==> config.mk <==
export PLATFORM = sky130hd
export DESIGN_NAME = sprite_blitter
export DESIGN_NICKNAME = d
export VERILOG_FILES = /design/src/rtl/fb_pkg.sv /design/src/rtl/fb_addr_calc.sv /design/src/rtl/sprite_blitter.sv
export SDC_FILE = /design/constraint.sdc
export NUM_CORES = 1
export LEC_CHECK = 0
export BUFFER_PORTS_ARGS = -buffer_cell sky130_fd_sc_hd__buf_2
export CAP_MARGIN = 20
export CORE_ASPECT_RATIO = 1.2
export CORE_MARGIN = 3
export CORE_UTILIZATION = 55
export CTS_BUF_LIST = sky130_fd_sc_hd__clkbuf_16
export CTS_CLUSTER_SIZE = 14
export DETAILED_ROUTE_END_ITERATION = 10
export MAX_ROUTING_LAYER = met4
export PLACE_DENSITY = 0.74
export SETUP_SLACK_MARGIN = 0.02
export SLEW_MARGIN = 20
export SYNTH_ARGS = -nofsm -noshare
export SYNTH_HDL_FRONTEND = slang
export SYNTH_SLANG_ARGS = --single-unit
==> constraint.sdc <==
create_clock -name clk -period 5.1 [get_ports clk]
set_input_delay 0.255 -clock clk [delete_from_list [all_inputs] [get_ports clk]]
set_output_delay 0.255 -clock clk [all_outputs]
set_load 0.05 [all_outputs]
==> src/rtl/fb_pkg.sv <==
// Shared frame-buffer types and geometry for the blitter and the color mapper.
// Pure declarations; no logic.
package fb_pkg;
   localparam int FB_W  = 640;
   localparam int FB_H  = 480;
   localparam int PIX_W = 5;
   localparam int FB_AW = 19;

   localparam logic [PIX_W-1:0] TRANSPARENT_IDX = 5'd0;

   typedef logic [PIX_W-1:0] pix_t;
   typedef logic [FB_AW-1:0] fb_addr_t;

   typedef enum logic [2:0] {
      IDLE,
      FILL,
      BLIT,
      DRAIN,
      DONE
   } blit_state_t;

   // Row-major linear address; wide coordinates are kept intact until the bounds compare.
   function automatic fb_addr_t xy_to_addr(input logic [10:0] x, input logic [10:0] y, input int w);
      return fb_addr_t'(y) * fb_addr_t'(w) + fb_addr_t'(x);
   endfunction
endpackage

==> src/rtl/fb_addr_calc.sv <==
// Combinational (x,y) -> frame buffer address plus visibility flag; zero latency.
// No handshake; shared with the color mapper.
module fb_addr_calc
   import fb_pkg::*;
#(
   parameter int FB_W = fb_pkg::FB_W,
   parameter int FB_H = fb_pkg::FB_H
)
(
   input  logic [10:0] i_x,
   input  logic [10:0] i_y,
   output fb_addr_t    o_addr,
   output logic        o_in_bounds
);
   localparam logic [10:0] W11 = 11'(FB_W);
   localparam logic [10:0] H11 = 11'(FB_H);

   assign o_addr      = xy_to_addr(i_x, i_y, FB_W);
   assign o_in_bounds = (i_x < W11) && (i_y < H11);
endmodule

==> src/rtl/sprite_blitter.sv <==
// Writes sprites (with transparency and edge clipping) or a solid fill into the frame buffer.
// One pixel per clock, blit writes trail ROM addresses by 2 cycles; no backpressure accepted.
module sprite_blitter
   import fb_pkg::*;
#(
   parameter int FB_W  = fb_pkg::FB_W,
   parameter int FB_H  = fb_pkg::FB_H,
   parameter int SPR_W = 16,
   parameter int SPR_H = 16,
   parameter int ID_W  = 4,
   localparam int NPIX   = SPR_W * SPR_H,
   localparam int ROM_AW = ID_W + $clog2(NPIX)
)
(
   input  logic               clk,
   input  logic               reset_n,
   input  logic               start_blit,
   input  logic               start_fill,
   input  logic [ID_W-1:0]    sprite_id,
   input  logic [9:0]         pos_x,
   input  logic [9:0]         pos_y,
   input  logic [PIX_W-1:0]   fill_idx,
   output logic [ROM_AW-1:0]  rom_addr,
   input  logic [PIX_W-1:0]   rom_data,
   output logic [FB_AW-1:0]   fb_addr,
   output logic [PIX_W-1:0]   fb_data,
   output logic               fb_we,
   output logic               busy,
   output logic               done
);
   localparam int SX_W = (SPR_W > 1) ? $clog2(SPR_W) : 1;
   localparam int SY_W = (SPR_H > 1) ? $clog2(SPR_H) : 1;
   localparam logic [SX_W-1:0] SX_LAST   = SX_W'(SPR_W - 1);
   localparam logic [SY_W-1:0] SY_LAST   = SY_W'(SPR_H - 1);
   localparam fb_addr_t        FILL_LAST = fb_addr_t'(FB_W * FB_H - 1);

   blit_state_t       r_state;
   logic [9:0]        r_pos_x;
   logic [9:0]        r_pos_y;
   logic [SX_W-1:0]   r_sx;
   logic [SY_W-1:0]   r_sy;
   logic              r_drain;
   logic              r_s2_vld;
   fb_addr_t          r_s2_addr;
   logic              r_s2_inb;
   logic [ROM_AW-1:0] r_rom_addr;
   fb_addr_t          r_fb_addr;
   pix_t              r_fb_data;
   logic              r_fb_we;
   logic              r_busy;
   logic              r_done;

   logic [10:0]       w_x;
   logic [10:0]       w_y;
   fb_addr_t          w_addr;
   logic              w_inb;
   logic              w_last;

   // 11-bit sums so a sprite hanging off the far edge never wraps back on screen.
   assign w_x    = {1'b0, r_pos_x} + 11'(r_sx);
   assign w_y    = {1'b0, r_pos_y} + 11'(r_sy);
   assign w_last = (r_sx == SX_LAST) && (r_sy == SY_LAST);

   fb_addr_calc #(
      .FB_W (FB_W),
      .FB_H (FB_H)
   ) u_addr_calc (
      .i_x         (w_x),
      .i_y         (w_y),
      .o_addr      (w_addr),
      .o_in_bounds (w_inb)
   );

   always_ff @(posedge clk or negedge reset_n) begin
      if (!reset_n) begin
         r_state    <= IDLE;
         r_pos_x    <= '0;
         r_pos_y    <= '0;
         r_sx       <= '0;
         r_sy       <= '0;
         r_drain    <= 1'b0;
         r_s2_vld   <= 1'b0;
         r_s2_addr  <= '0;
         r_s2_inb   <= 1'b0;
         r_rom_addr <= '0;
         r_fb_addr  <= '0;
         r_fb_data  <= '0;
         r_fb_we    <= 1'b0;
         r_busy     <= 1'b0;
         r_done     <= 1'b0;
      end else begin
         r_done <= 1'b0;

         // Write stage: rom_data now belongs to the pixel held in stage 2.
         if (r_s2_vld && (rom_data != TRANSPARENT_IDX) && r_s2_inb) begin
            r_fb_we   <= 1'b1;
            r_fb_addr <= r_s2_addr;
            r_fb_data <= rom_data;
         end else begin
            r_fb_we   <= 1'b0;
         end

         case (r_state)
            IDLE: begin
               if (start_fill) begin
                  r_state   <= FILL;
                  r_busy    <= 1'b1;
                  r_fb_we   <= 1'b1;
                  r_fb_addr <= '0;
                  r_fb_data <= fill_idx;
               end else if (start_blit) begin
                  r_state    <= BLIT;
                  r_busy     <= 1'b1;
                  r_pos_x    <= pos_x;
                  r_pos_y    <= pos_y;
                  r_sx       <= '0;
                  r_sy       <= '0;
                  r_s2_vld   <= 1'b0;
                  r_rom_addr <= ROM_AW'(sprite_id) * ROM_AW'(NPIX);
               end
            end

            FILL: begin
               if (r_fb_addr == FILL_LAST) begin
                  r_state <= DONE;
                  r_fb_we <= 1'b0;
                  r_busy  <= 1'b0;
                  r_done  <= 1'b1;
               end else begin
                  r_fb_we   <= 1'b1;
                  r_fb_addr <= r_fb_addr + 1'b1;
               end
            end

            BLIT: begin
               r_s2_vld  <= 1'b1;
               r_s2_addr <= w_addr;
               r_s2_inb  <= w_inb;
               if (w_last) begin
                  r_state <= DRAIN;
                  r_drain <= 1'b0;
               end else begin
                  r_rom_addr <= r_rom_addr + 1'b1;
                  if (r_sx == SX_LAST) begin
                     r_sx <= '0;
                     r_sy <= r_sy + 1'b1;
                  end else begin
                     r_sx <= r_sx + 1'b1;
                  end
               end
            end

            DRAIN: begin
               r_s2_vld <= 1'b0;
               r_drain  <= 1'b1;
               if (r_drain) begin
                  r_state <= DONE;
                  r_busy  <= 1'b0;
                  r_done  <= 1'b1;
               end
            end

            DONE: begin
               r_state <= IDLE;
            end

            default: begin
               r_state <= IDLE;
            end
         endcase
      end
   end

   assign rom_addr = r_rom_addr;
   assign fb_addr  = r_fb_addr;
   assign fb_data  = r_fb_data;
   assign fb_we    = r_fb_we;
   assign busy     = r_busy;
   assign done     = r_done;
endmodule

# After elaboration in Yosys (flattened, before gate mapping)

Cells that the tools add are included.

Add/sub/neg operators: 7
$mul: 1
Div/mod/pow operators: 0
$lt $le $gt $ge: 2
Eq/ne operators: 14
Shift-type cells: 0
Multiplexer cells: 42
Bitwise logic cells: 1
Reduce and logical (&&, ||, !) cells: 17

Operators with widths:

| cell                  | count |
|---|---|
| $mux 19               | 3 |
| $pmux 19 s2           | 1 |
| $mux 12               | 3 |
| $mux 4                | 6 |
| $pmux 12 s2           | 1 |
| $add 10x4->11         | 2 |
| $add 19x1->19 const B | 1 |
| $add 19x11->19        | 1 |
| $eq 19x19->1 const B  | 1 |
| $pmux 4 s2            | 2 |
| $mux 3                | 5 |
| $mux 5                | 3 |
| $ne 2x2->1 const B    | 7 |
| $add 12x1->12 const B | 1 |
| $mul 11x3->12 const B | 1 |
| $mux 1                | 12 |
| $pmux 3 s4            | 1 |
| $reduce_and 4->1      | 3 |
| $lt 11x10->1 const B  | 1 |
| $lt 11x9->1 const B   | 1 |
| $add 4x1->4 const B   | 2 |
| $eq 4x4->1 const B    | 2 |
| $eq 3x2->1 const B    | 2 |
| $pmux 1 s2            | 3 |
| other kinds (12)      | 19 |

Bits in registers: 92
Latch bits: 0
Bits in writable memories: 0
ROM bits: 0
Bits of input ports: 38
Output and inout bits: 39
Word-level logic and storage cells: 99
Memories: 0

# Longest topological paths before layout

Gate-level depths: netlist (run 1).

Depth after elaboration: 6
Mapped depth: 17
Depth with buffers taken out: 17

# Hierarchy

From an unflattened synthesis (run 1), not the netlist that was laid out.

Cells, all modules: 651
Area, all modules: 5790.6 um^2

Modules (own cells, without submodules):

| module         | times used | cells each | area each (um^2) | sequential area each (um^2) |
|---|---|---|---|---|
| sprite_blitter | 1          | 552        | 4951.0           | 2302.2 |
| fb_addr_calc   | 1          | 99         | 839.6            | 0.0 |

# Worst setup path after synthesis (run 1)

Ideal clock, no wire load.

Kind: reg2reg
Start point: reg r_sy[0]
End point: reg r_s2_addr[18]
Library setup time: 0.130 ns
Arrival: 3.663 ns
Data required time: 4.970 ns
Slack: 1.307 ns
Cell stages (with the launch flop): 17
Buffers on the path: 0
Period minus slack after synthesis: 3.793 ns
Cells stage by stage: dfrtp_1 ha_1 inv_1 fa_1 nor2b_1 o21ai_0 a21boi_0 nor2_1 ha_1 ha_1 a21o_1 and3_1 o311ai_2 nand3_1 nor4_2 xnor2_1 o21ai_1

Cells in the longest elaborated chain, start to end: 3

Ends and longest elaborated chain:

| item                     | RTL line              | source |
|---|---|---|
| start: declaration       | sprite_blitter.sv:41  | `logic [SY_W-1:0] r_sy;` |
| start signal: assignment | sprite_blitter.sv:146 | `r_sy <= r_sy + 1'b1;` |
| $add 10x4->11            | sprite_blitter.sv:61  | `assign w_y = {1'b0, r_pos_y} + 11'(r_sy);` |
| $mul 11x3->12            | fb_pkg.sv:24          | `return fb_addr_t'(y) * fb_addr_t'(w) + fb_addr_t'(x);` |
| $add 19x11->19           | fb_pkg.sv:24          |  |
| end signal: assignment   | sprite_blitter.sv:137 | `r_s2_addr <= w_addr;` |
| end: declaration         | sprite_blitter.sv:44  | `fb_addr_t r_s2_addr;` |

No other way between the ends.
A chain may end at the register's enable or synchronous reset.

# Final worst setup path (run 1)

Ends and elaborated chain as after synthesis.

==> results_dict.tcl, run 1 <==
set metrics [dict create \
    ys_types 59 \
    synth_largest_area_cell "dfrtp_1" \
    grtUsageTotal 0.233 \
    post_dp_cell_area_um2 6090 \
    dpl.hpwl_um 9170 \
    synth_top_area_share 0.409 \
    insertion_delay_ns 0.35 \
    yosys_warnings 0 \
    stdcell_area_um2 6390 \
    die_w_um 98.3 \
    drive_above_1_share 0.157 \
    crit_chain "ha_1 > inv_1 > fa_1 > nor2b_1 > o21ai_0 > a21boi_0 > and4_1 > xor2_1 > ha_1 > ha_1 > nor2b_1 > nand4_1 > o311ai_2 > nand3_1 > nor4_2 > xnor2_1 > o21ai_1" \
    clkSlewWorstSetupHoldPaths_ns 0.06 \
    period_share 0.845 \
    synthCells 625 \
    yosysMostFrequentCell "nand2_1" \
    cp_common_cell "ha_1" \
    cts_buffers 9 \
    power.leakage_nw 3.17 \
    status "finished clean" \
    synthArstFlopShare 1.00 \
    cp_data_required_time_ns 5.32 \
    finish.utilization 0.655 \
    fin_total_pwr_mw 4.86 \
    crit_start "r_sy[0]" \
    syn-num-nets 698 \
    synth-seq-cells 92 \
    pin_count 77 \
    setup.worst_path.start_class "flip-flop" \
    p_per_area_nw_per_um2 761 \
    port_buffers 76 \
    regToRegStartpoint "r_sy[0]" \
    nFillCells 821 \
    hold_violations 0 \
    grt_pass1_wl_um 21200 \
    cts_setup_buffers 0 \
    critical_path_class "flip-flop to flip-flop" \
    clock_skew_ns 0.00749 \
    die-height_um 117 \
    rrSetupSlack_ns 0.79 \
    place_inst 805 \
    worstMarginPinSlew_ns 0.856 \
    cts_tree "yes" \
    die-area_um2 11500 \
    grt_pass1_vias 4562 \
    finalSetupViolCount 0 \
    cts_root_buf "clkbuf_16" \
    drc_errors 0 \
    vias 4758 \
    yosys-top-cells-area "dfrtp_1 (41%), nand2_1 (7.9%), ha_1 (6.9%)" \
    area_delta_synth_final_pct 13.6 \
    via_per_inst 5.79 \
    yosysSeqAreaShare 0.409 \
    max_freq_ghz 0.232 \
    worstPathArrival_ns 4.53 \
    grt_overflow_total 0 \
    fp-row-count 39 \
    cp_max_fo 8 \
    slew_viol_final 0 \
    totalNegativeSetupSlack_ns 0 \
    syn_area_um2 5630 \
    crit_path_end "r_s2_addr[18]" \
    drt-wirelength-per-cell_um 15.2 \
    hold_class "input pin to flip-flop" \
    cts_max_path_buffers 2 \
    synth_edf_count 0 \
    first_pass_iters 4 \
    synth.cells.most_frequent "nand2_1 (118), dfrtp_1 (92), o21ai_0 (52)" \
    grt_max_degree 70 \
    slew_headroom 0.427 \
    initial_utilization 0.577 \
    drt_iter0_drc 196 \
    worst_path_max_delay_cell "a21boi_0" \
    cap_violations 0 \
    drtAntennaViolNets 0 \
    place_ws_ns 0.822 \
    place.gp.congestion 0.904 \
    h-tree-depth 3 \
    syn_avg_cell_area_um2 9.00 \
    synthFlopType "dfrtp_1" \
    antenna_found_initial 0 \
    nNetsFinal 767 \
    hold_slack_ns 0.0957 \
    clock-sinks 92 \
    end_kind "flip-flop" \
    cpPeakStageDelay_ns 0.51 \
    antenna_cells 0 \
    rsz0062_at_grt "false" \
    period_needed_ns 4.31 \
    r2r-end "r_s2_addr[18]" \
    wirelength_um 12500 \
    peakVddDrop_v 0.000305 \
    r2r.worst_path.cells 17 \
    setup_ws_ns 0.793 \
    core_um2 9760 \
    final_cell_count_no_fill 822 \
]
per-layer routing:
| layer | track usage | wire (um) | vias up |
|---|---|---|---|
| met3 | 0.0373 | 525 | 17 |
| li1 | - | - | 2351 |
| met5 | - | 0 | - |
| met2 | 0.370 | 6080 | 109 |
| met4 | 0.0820 | 195 | 0 |
| met1 | 0.307 | 5730 | 2281 |
worst min path at each step:
stage | cells past startpoint | startpoint | to | slack (ns)
finish | 3 | pos_y[6] | r_pos_y[6] | 0.1
CTS | 3 | pos_y[5] | r_pos_y[5] | 0.09
detailed placement | 1 | reset_n | fb_addr[12] | 0.17
global route | 3 | pos_x[8] | r_pos_x[8] | 0.11
global placement | 1 | reset_n | fb_addr[12] | 0.17
floorplan | 0 | reset_n | busy | -0.04
state kept, by name, indices dropped and copies added (netlist names):
name and flops:
fb_addr 19, fb_we 1, r_sx 4, fb_data 5, r_s2_inb 1, r_state 3
r_sy 4, r_drain 1, done 1, r_pos_y 10, r_pos_x 10, r_s2_addr 19
rom_addr 12, busy 1, r_s2_vld 1
repair_timing:
action / CTS / global route
hold buffers: 1 / 0
setup endpoints to repair: 0 / 0
endpoints found under the hold margin: 23 / 0
resized for setup: 0 / 0
power by group:
part           switching, mW  internal, mW
Clock                  0.290         0.377
Combinational           1.74          1.03
Sequential             0.375          1.05
Total                   2.40          2.46
critical path, delay by kind of cell (launching register included):
kind	cells	cell delay [ns]
simple gates	6	1.25
flops	1	0.43
buf+inv	1	0.06
xor+xnor	2	0.35
fa+ha+maj	4	1.26
compound gates	4	0.83
final cells by class:
| cell class | instances | area [um2] | share of cell area |
|---|---|---|---|
| clock buffer | 9 | 225 | 0.0352 |
| tap | 123 | 154 | 0.0241 |
| sequential | 92 | 2300 | 0.360 |
| timing repair buffer | 83 | 438 | 0.0685 |
| multi-input combinational | 485 | 3120 | 0.488 |
| inverter | 23 | 86.3 | 0.0135 |
| clock inverter | 7 | 66.3 | 0.0104 |
placed cells by master (no fill, tap or decap), types with 3 or more instances in the layout:
cell / count
and2_1: 3
buf_2: 75
o21bai_1: 4
inv_1: 24
and3_1: 19
ha_1: 31
o211ai_1: 3
a21oi_1: 14
dfrtp_1: 92
nand3_1: 19
nand4_1: 13
o22ai_1: 6
fa_1: 4
buf_4: 7
xnor2_1: 19
clkbuf_16: 9
o31ai_1: 3
nand2_1: 118
xor2_1: 22
a221o_1: 16
nor2b_1: 5
nor3b_1: 11
o21ai_0: 52
or2_2: 3
a31oi_1: 4
mux2i_1: 7
nand2b_1: 3
o21ai_1: 9
nand3b_1: 3
nor4_1: 6
nor2_1: 41
nor3_1: 7
a21o_1: 7
logic make-up after synthesis:
group           Yosys count  synth area share
compound gates          134             0.158
xor+xnor                 41            0.0638
fa+ha+maj                35            0.0831
buf+inv                  48            0.0369
flops                    92             0.409
mux                       9            0.0165
simple gates            266             0.233
(Power assumes the default switching activity.)
==> inputs of run 2 (changes only) <==
- clock period: 5.1 -> 4.25 ns (I/O delays scaled with it)
==> run 2 against run 1 <==
  * Setup slack worse by 0.47 ns
  * Flip-flop and latch count stayed put
  * Largest cell class unchanged
  * Clock-buffer cell count stayed put
  * Via count is 0.32% lower
  * Utilization is 0.62 points higher
  * Sequential power is 20% higher
  * Cell area is 0.94% higher
  * Critical path type unchanged
  * Die area stayed put
  * Wire length is 2.2% higher
  * Combinational power is 22% higher
  * Clock power is 29% higher
==> results_dict.tcl, run 2 (synthesized netlist as in run 1, its figures left out) <==
set metrics [dict create \
    die-height_um 117 \
    finalSetupViolCount 0 \
    p_int_mw 3.04 \
    end_kind "flip-flop" \
    core_um2 9760 \
    cts_tree "yes" \
    cts_max_path_buffers 2 \
    worstMarginPinSlew_ns 0.877 \
    worstPathArrival_ns 4.14 \
    r2r.worst_path.cells 18 \
    first_pass_iters 5 \
    p_per_area_nw_per_um2 925 \
    setup_ws_ns 0.323 \
    antenna_found_initial 0 \
    slew_headroom 0.413 \
    cts_setup_buffers 0 \
    pwr-share-comb 0.567 \
    regToRegStartpoint "r_sy[0]" \
    cpPeakStageDelay_ns 0.42 \
    final_cell_count_no_fill 824 \
    grt_max_degree 52 \
    cp_common_cell "ha_1" \
    via_per_inst 5.76 \
    drt_iter0_drc 255 \
    path_buf_inv 2 \
    period_needed_ns 3.93 \
    cap_violations 0 \
    grt_overflow_total 0 \
    port_buffers 76 \
    insertion_delay_ns 0.34 \
    grt_pass1_wl_um 21300 \
    cp_top_family "adder cells" \
    pin_count 77 \
    drc_errors 0 \
    antenna_cells 0 \
    grtUsageTotal 0.232 \
    period_share 0.924 \
    drtAntennaViolNets 0 \
    switching_power_mw 2.92 \
    switching_share 0.490 \
    clock_skew_ns 0.00741 \
    wirelength_um 12800 \
    die_w_um 98.3 \
    drt-wirelength-per-cell_um 15.5 \
    dpl.hpwl_um 9260 \
    rsz0062_at_grt "false" \
    path_depth 18 \
    setup.worst_path.start_class "flip-flop" \
    layout_common_cells "nand2_1 (118), dfrtp_1 (92), buf_2 (75), o21ai_0 (52), nor2_1 (41)" \
    slew_viol_final 0 \
    critical_path_class "flip-flop to flip-flop" \
    nNetsFinal 769 \
    place_inst 807 \
    power.leakage_nw 3.20 \
    die-area_um2 11500 \
    crit_start "r_sy[0]" \
    cts_buffers 9 \
    rrSetupSlack_ns 0.32 \
    crit_chain "ha_1 > inv_1 > fa_1 > nor2b_1 > o21ai_0 > a21boi_0 > buf_4 > and4_1 > xor2_1 > ha_1 > ha_2 > nor3b_1 > a221oi_2 > o311ai_4 > nand3_1 > nor4_2 > xnor2_1 > o21ai_1" \
    post_dp_cell_area_um2 6110 \
    hold_class "input pin to flip-flop" \
    grt_pass1_vias 4500 \
    place.gp.congestion 0.916 \
    vias 4743 \
    max_freq_ghz 0.255 \
    worst_path_max_delay_cell "dfrtp_1" \
    stdcell_area_um2 6450 \
    seqPwrFrac 0.288 \
    nFillCells 833 \
    fin_total_pwr_mw 5.97 \
    peakVddDrop_v 0.000396 \
    area_delta_synth_final_pct 14.7 \
    initial_utilization 0.577 \
    layout_commonest_cell "nand2_1" \
    p_clk_frac 0.144 \
    place_ws_ns 0.316 \
    cp_max_fo 8 \
    clock-sinks 92 \
    cts_root_buf "clkbuf_16" \
    totalNegativeSetupSlack_ns 0 \
    drive_above_1_share 0.165 \
    clkSlewWorstSetupHoldPaths_ns 0.07 \
    crit_path_end "r_s2_addr[18]" \
    cp_data_required_time_ns 4.46 \
    h-tree-depth 3 \
    status "finished clean" \
    r2r-end "r_s2_addr[18]" \
    fp-row-count 39 \
    hold_violations 0 \
]
## run 2: cell count changes in the layout (fill, tap and decap cells not counted), sizes merged
cell	delta
buf	+2
bufinv	+1
clkinvlp	-1
## run 2: tightest hold or removal path: stages
cell and delay, ns:
buf_2 0.07, nand2_1 0.04, nand2_1 0.04
## run 2: final cells by class
cell class	instances	area, um2	share of cell area
clock buffer	9	225	0.0349
clock inverter	7	90.1	0.0140
inverter	23	86.3	0.0134
multi-input combinational	485	3140	0.487
sequential	92	2300	0.357
tap	123	154	0.0238
timing repair buffer	85	453	0.0702
## run 2: routing by layer
layer | share of wire | global-route usage
met1 | 0.46 | 0.309
met2 | 0.48 | 0.372
met5 | 0 | -
met4 | 0.017 | 0.0701
met3 | 0.046 | 0.0356
## run 2: through the flow
stage / hold WS, ns / util
2_1_floorplan: -0.0831 / -
3_3_place_gp: 0.291 / 0.626
3_5_place_dp: 0.295 / 0.626
4_1_cts: 0.0511 / 0.659
5_1_grt: 0.0595 / 0.661
6_report: 0.0586 / 0.661
## run 2: worst min path at each step
stage	start	depth (start not counted)	slack, ns	end
after floorplan	reset_n	0	-0.08	busy
after global placement	reset_n	1	0.29	fb_addr[16]
after detailed placement	reset_n	1	0.29	fb_addr[16]
after CTS	pos_x[9]	3	0.05	r_pos_x[9]
after global routing	pos_x[9]	3	0.06	r_pos_x[9]
final	pos_y[7]	3	0.06	r_pos_y[7]
## run 2: power groups by stage
stage	Combinational, mW	Sequential, mW	Clock (mW)
after floorplan	2.22	2.10	0
after detailed placement	3.31	1.72	0
after CTS	3.35	1.71	0.871
after global placement	3.21	1.70	0
after global routing	3.77	1.78	0.916
final	3.39	1.72	0.861
## run 2: timing repair
action,CTS,global route
gates resized for setup,0,4
endpoints found under the hold margin,50,0
setup endpoints to repair,0,3
hold buffers,1,0
==> inputs of run 3 (changes only) <==
- clock period: 4.25 -> 4.05 ns (I/O delays scaled with it)
==> run 3 against run 2 <==
  * Flip-flop and latch count unchanged
  * Clock skew up 0.00054 ns
  * Cell area up 0.76%
  * Global-route usage up 0.47 points
  * Setup slack worse by 0.17 ns
  * Combinational power up 12%
  * Sequential share of layout area down 0.27 points
  * Utilization up 0.50 points
  * Clock-buffer cell count unchanged
  * Critical path type unchanged
==> results_dict.tcl, run 3 (synthesized netlist as in run 1, its figures left out) <==
set metrics [dict create \
    pin_count 77 \
    die-area_um2 11500 \
    cts_buffers 9 \
    cp_common_cell "ha_1" \
    path_buf_inv 2 \
    cp_data_required_time_ns 4.26 \
    dpl.hpwl_um 9170 \
    hold_class "input pin to flip-flop" \
    regToRegStartpoint "r_sy[0]" \
    finish.utilization 0.666 \
    nFillCells 811 \
    worstPathArrival_ns 4.11 \
    layout_common_cells "nand2_1 (118), dfrtp_1 (92), buf_2 (75), o21ai_0 (52), nor2_1 (40)" \
    cts_tree "yes" \
    antenna_cells 0 \
    cts_root_buf "clkbuf_16" \
    grt_max_degree 61 \
    h-tree-depth 3 \
    clock-sinks 92 \
    min_to "r_pos_x[7]" \
    critical_path_class "flip-flop to flip-flop" \
    die-height_um 117 \
    peakVddDrop_v 0.000490 \
    core_um2 9760 \
    cts_max_path_buffers 2 \
    drtAntennaViolNets 0 \
    nNetsFinal 772 \
    layout_commonest_cell "nand2_1" \
    grt_pass1_vias 4649 \
    end_kind "flip-flop" \
    initial_utilization 0.577 \
    wirelength_um 13000 \
    hold_violations 0 \
    insertion_delay_ns 0.34 \
    place_inst 807 \
    period_needed_ns 3.90 \
    cp_top_family "adder cells" \
    first_pass_iters 5 \
    via_per_inst 5.91 \
    die_w_um 98.3 \
    slew_viol_final 0 \
    p_per_area_nw_per_um2 978 \
    status "finished clean" \
    vias 4891 \
    max_freq_ghz 0.257 \
    cpPeakStageDelay_ns 0.41 \
    power.leakage_nw 3.21 \
    period_share 0.962 \
    rrSetupSlack_ns 0.15 \
    drt-wirelength-per-cell_um 15.8 \
    final_cell_count_no_fill 827 \
    grt_pass1_wl_um 21600 \
    antenna_found_initial 0 \
    slew_headroom 0.394 \
    setup.worst_path.start_class "flip-flop" \
    hp-start "pos_x[7]" \
    area_delta_synth_final_pct 15.5 \
    cp_max_fo 6 \
    regArea_um2 2300 \
    worstMarginPinSlew_ns 0.907 \
    place.gp.congestion 0.902 \
    r2r-end "r_s2_addr[18]" \
    drive_above_1_share 0.178 \
    multi_input_area_um2 3220 \
    r2r.worst_path.cells 17 \
    drt_iter0_drc 269 \
    drc_errors 0 \
    grtUsageTotal 0.237 \
    crit_chain "ha_1 > inv_1 > fa_1 > nor2b_1 > o21ai_0 > a21boi_1 > buf_4 > nor2_1 > ha_1 > ha_1 > a21o_1 > and3_1 > o311ai_4 > nand3_2 > nor4_2 > xnor2_1 > o21ai_1" \
    clock_skew_ns 0.00795 \
    port_buffers 76 \
    whs_path_depth 3 \
    worst_path_max_delay_cell "dfrtp_1" \
    clkSlewWorstSetupHoldPaths_ns 0.07 \
    finalSetupViolCount 0 \
    fp-row-count 39 \
    cap_violations 0 \
    grt_overflow_total 0 \
]
[run 3: cell count changes in the layout (fill, tap and decap cells not counted), moves of 2 or more]
cell,before,now
buf_4,9,12
bufinv_16,2,0
xnor2_1,19,17
xnor2_2,0,2
[run 3: where the power goes]
group	leakage (nW)	switching (mW)	total [mW]	internal (mW)
Sequential	1.18	0.481	1.80	1.32
Combinational	1.90	2.36	3.78	1.42
Clock	0.134	0.358	0.772	0.414
Total	3.21	3.20	6.36	3.16
[run 3: worst max-delay path by stage]
stage | start | end | slack, ns | cells after the start
after detailed placement | r_sy[0] | r_s2_addr[17] | 0.12 | 18
final | r_sy[0] | r_s2_addr[18] | 0.15 | 17
after global placement | r_sy[0] | r_s2_addr[17] | 0.24 | 18
after CTS | r_sy[0] | r_s2_addr[17] | 0.09 | 18
after floorplan | r_sy[0] | r_s2_addr[18] | 0.26 | 16
after global routing | r_sy[0] | r_s2_addr[18] | -0.14 | 18
[run 3: worst register-to-register path, stage by stage, from the launching register on]
cell and delay (ns):
dfrtp_1 0.41, ha_1 0.19, inv_1 0.06, fa_1 0.40, nor2b_1 0.12, o21ai_0 0.10, a21boi_1 0.16, buf_4 0.15
nor2_1 0.06, ha_1 0.34, ha_1 0.34, a21o_1 0.20, and3_1 0.22, o311ai_4 0.34, nand3_2 0.14, nor4_2 0.29
xnor2_1 0.17, o21ai_1 0.07
[run 3: metrics by stage]
| step | cell area (um2) | power, mW | hold WS, ns | setup WS, ns | TNS, ns |
|---|---|---|---|---|---|
| global route | 6500 | 6.89 | 0.0531 | -0.136 | -0.183 |
| detailed placement | 6110 | 5.28 | 0.333 | 0.115 | 0 |
| global placement | 6110 | 5.14 | 0.331 | 0.243 | 0 |
| floorplan | 5630 | 4.53 | -0.0931 | 0.257 | 0 |
| CTS | 6390 | 6.10 | 0.0383 | 0.0928 | 0 |
| finish | 6500 | 6.36 | 0.0496 | 0.153 | 0 |
[run 3: cell type report]
cell class                 count  area share
clock buffer                   9      0.0346
sequential                    92       0.354
timing repair buffer          88      0.0731
clock inverter                 7     0.00673
inverter                      23      0.0133
tap                          123      0.0237
multi-input combinational    485       0.495
[run 3: repair_timing]
action,4_1_cts,5_1_grt
setup endpoints to repair,0,4
gates resized for setup,0,17
hold buffers,1,0
buffers inserted,0,3
hold endpoints to repair,59,0
[run 3: metal layers]
layer | vias up | share of wire | global-route usage
met5 | - | 0 | -
met2 | 156 | 0.48 | 0.373
met3 | 22 | 0.053 | 0.0462
li1 | 2364 | - | -
met1 | 2349 | 0.45 | 0.310
met4 | 0 | 0.017 | 0.0811
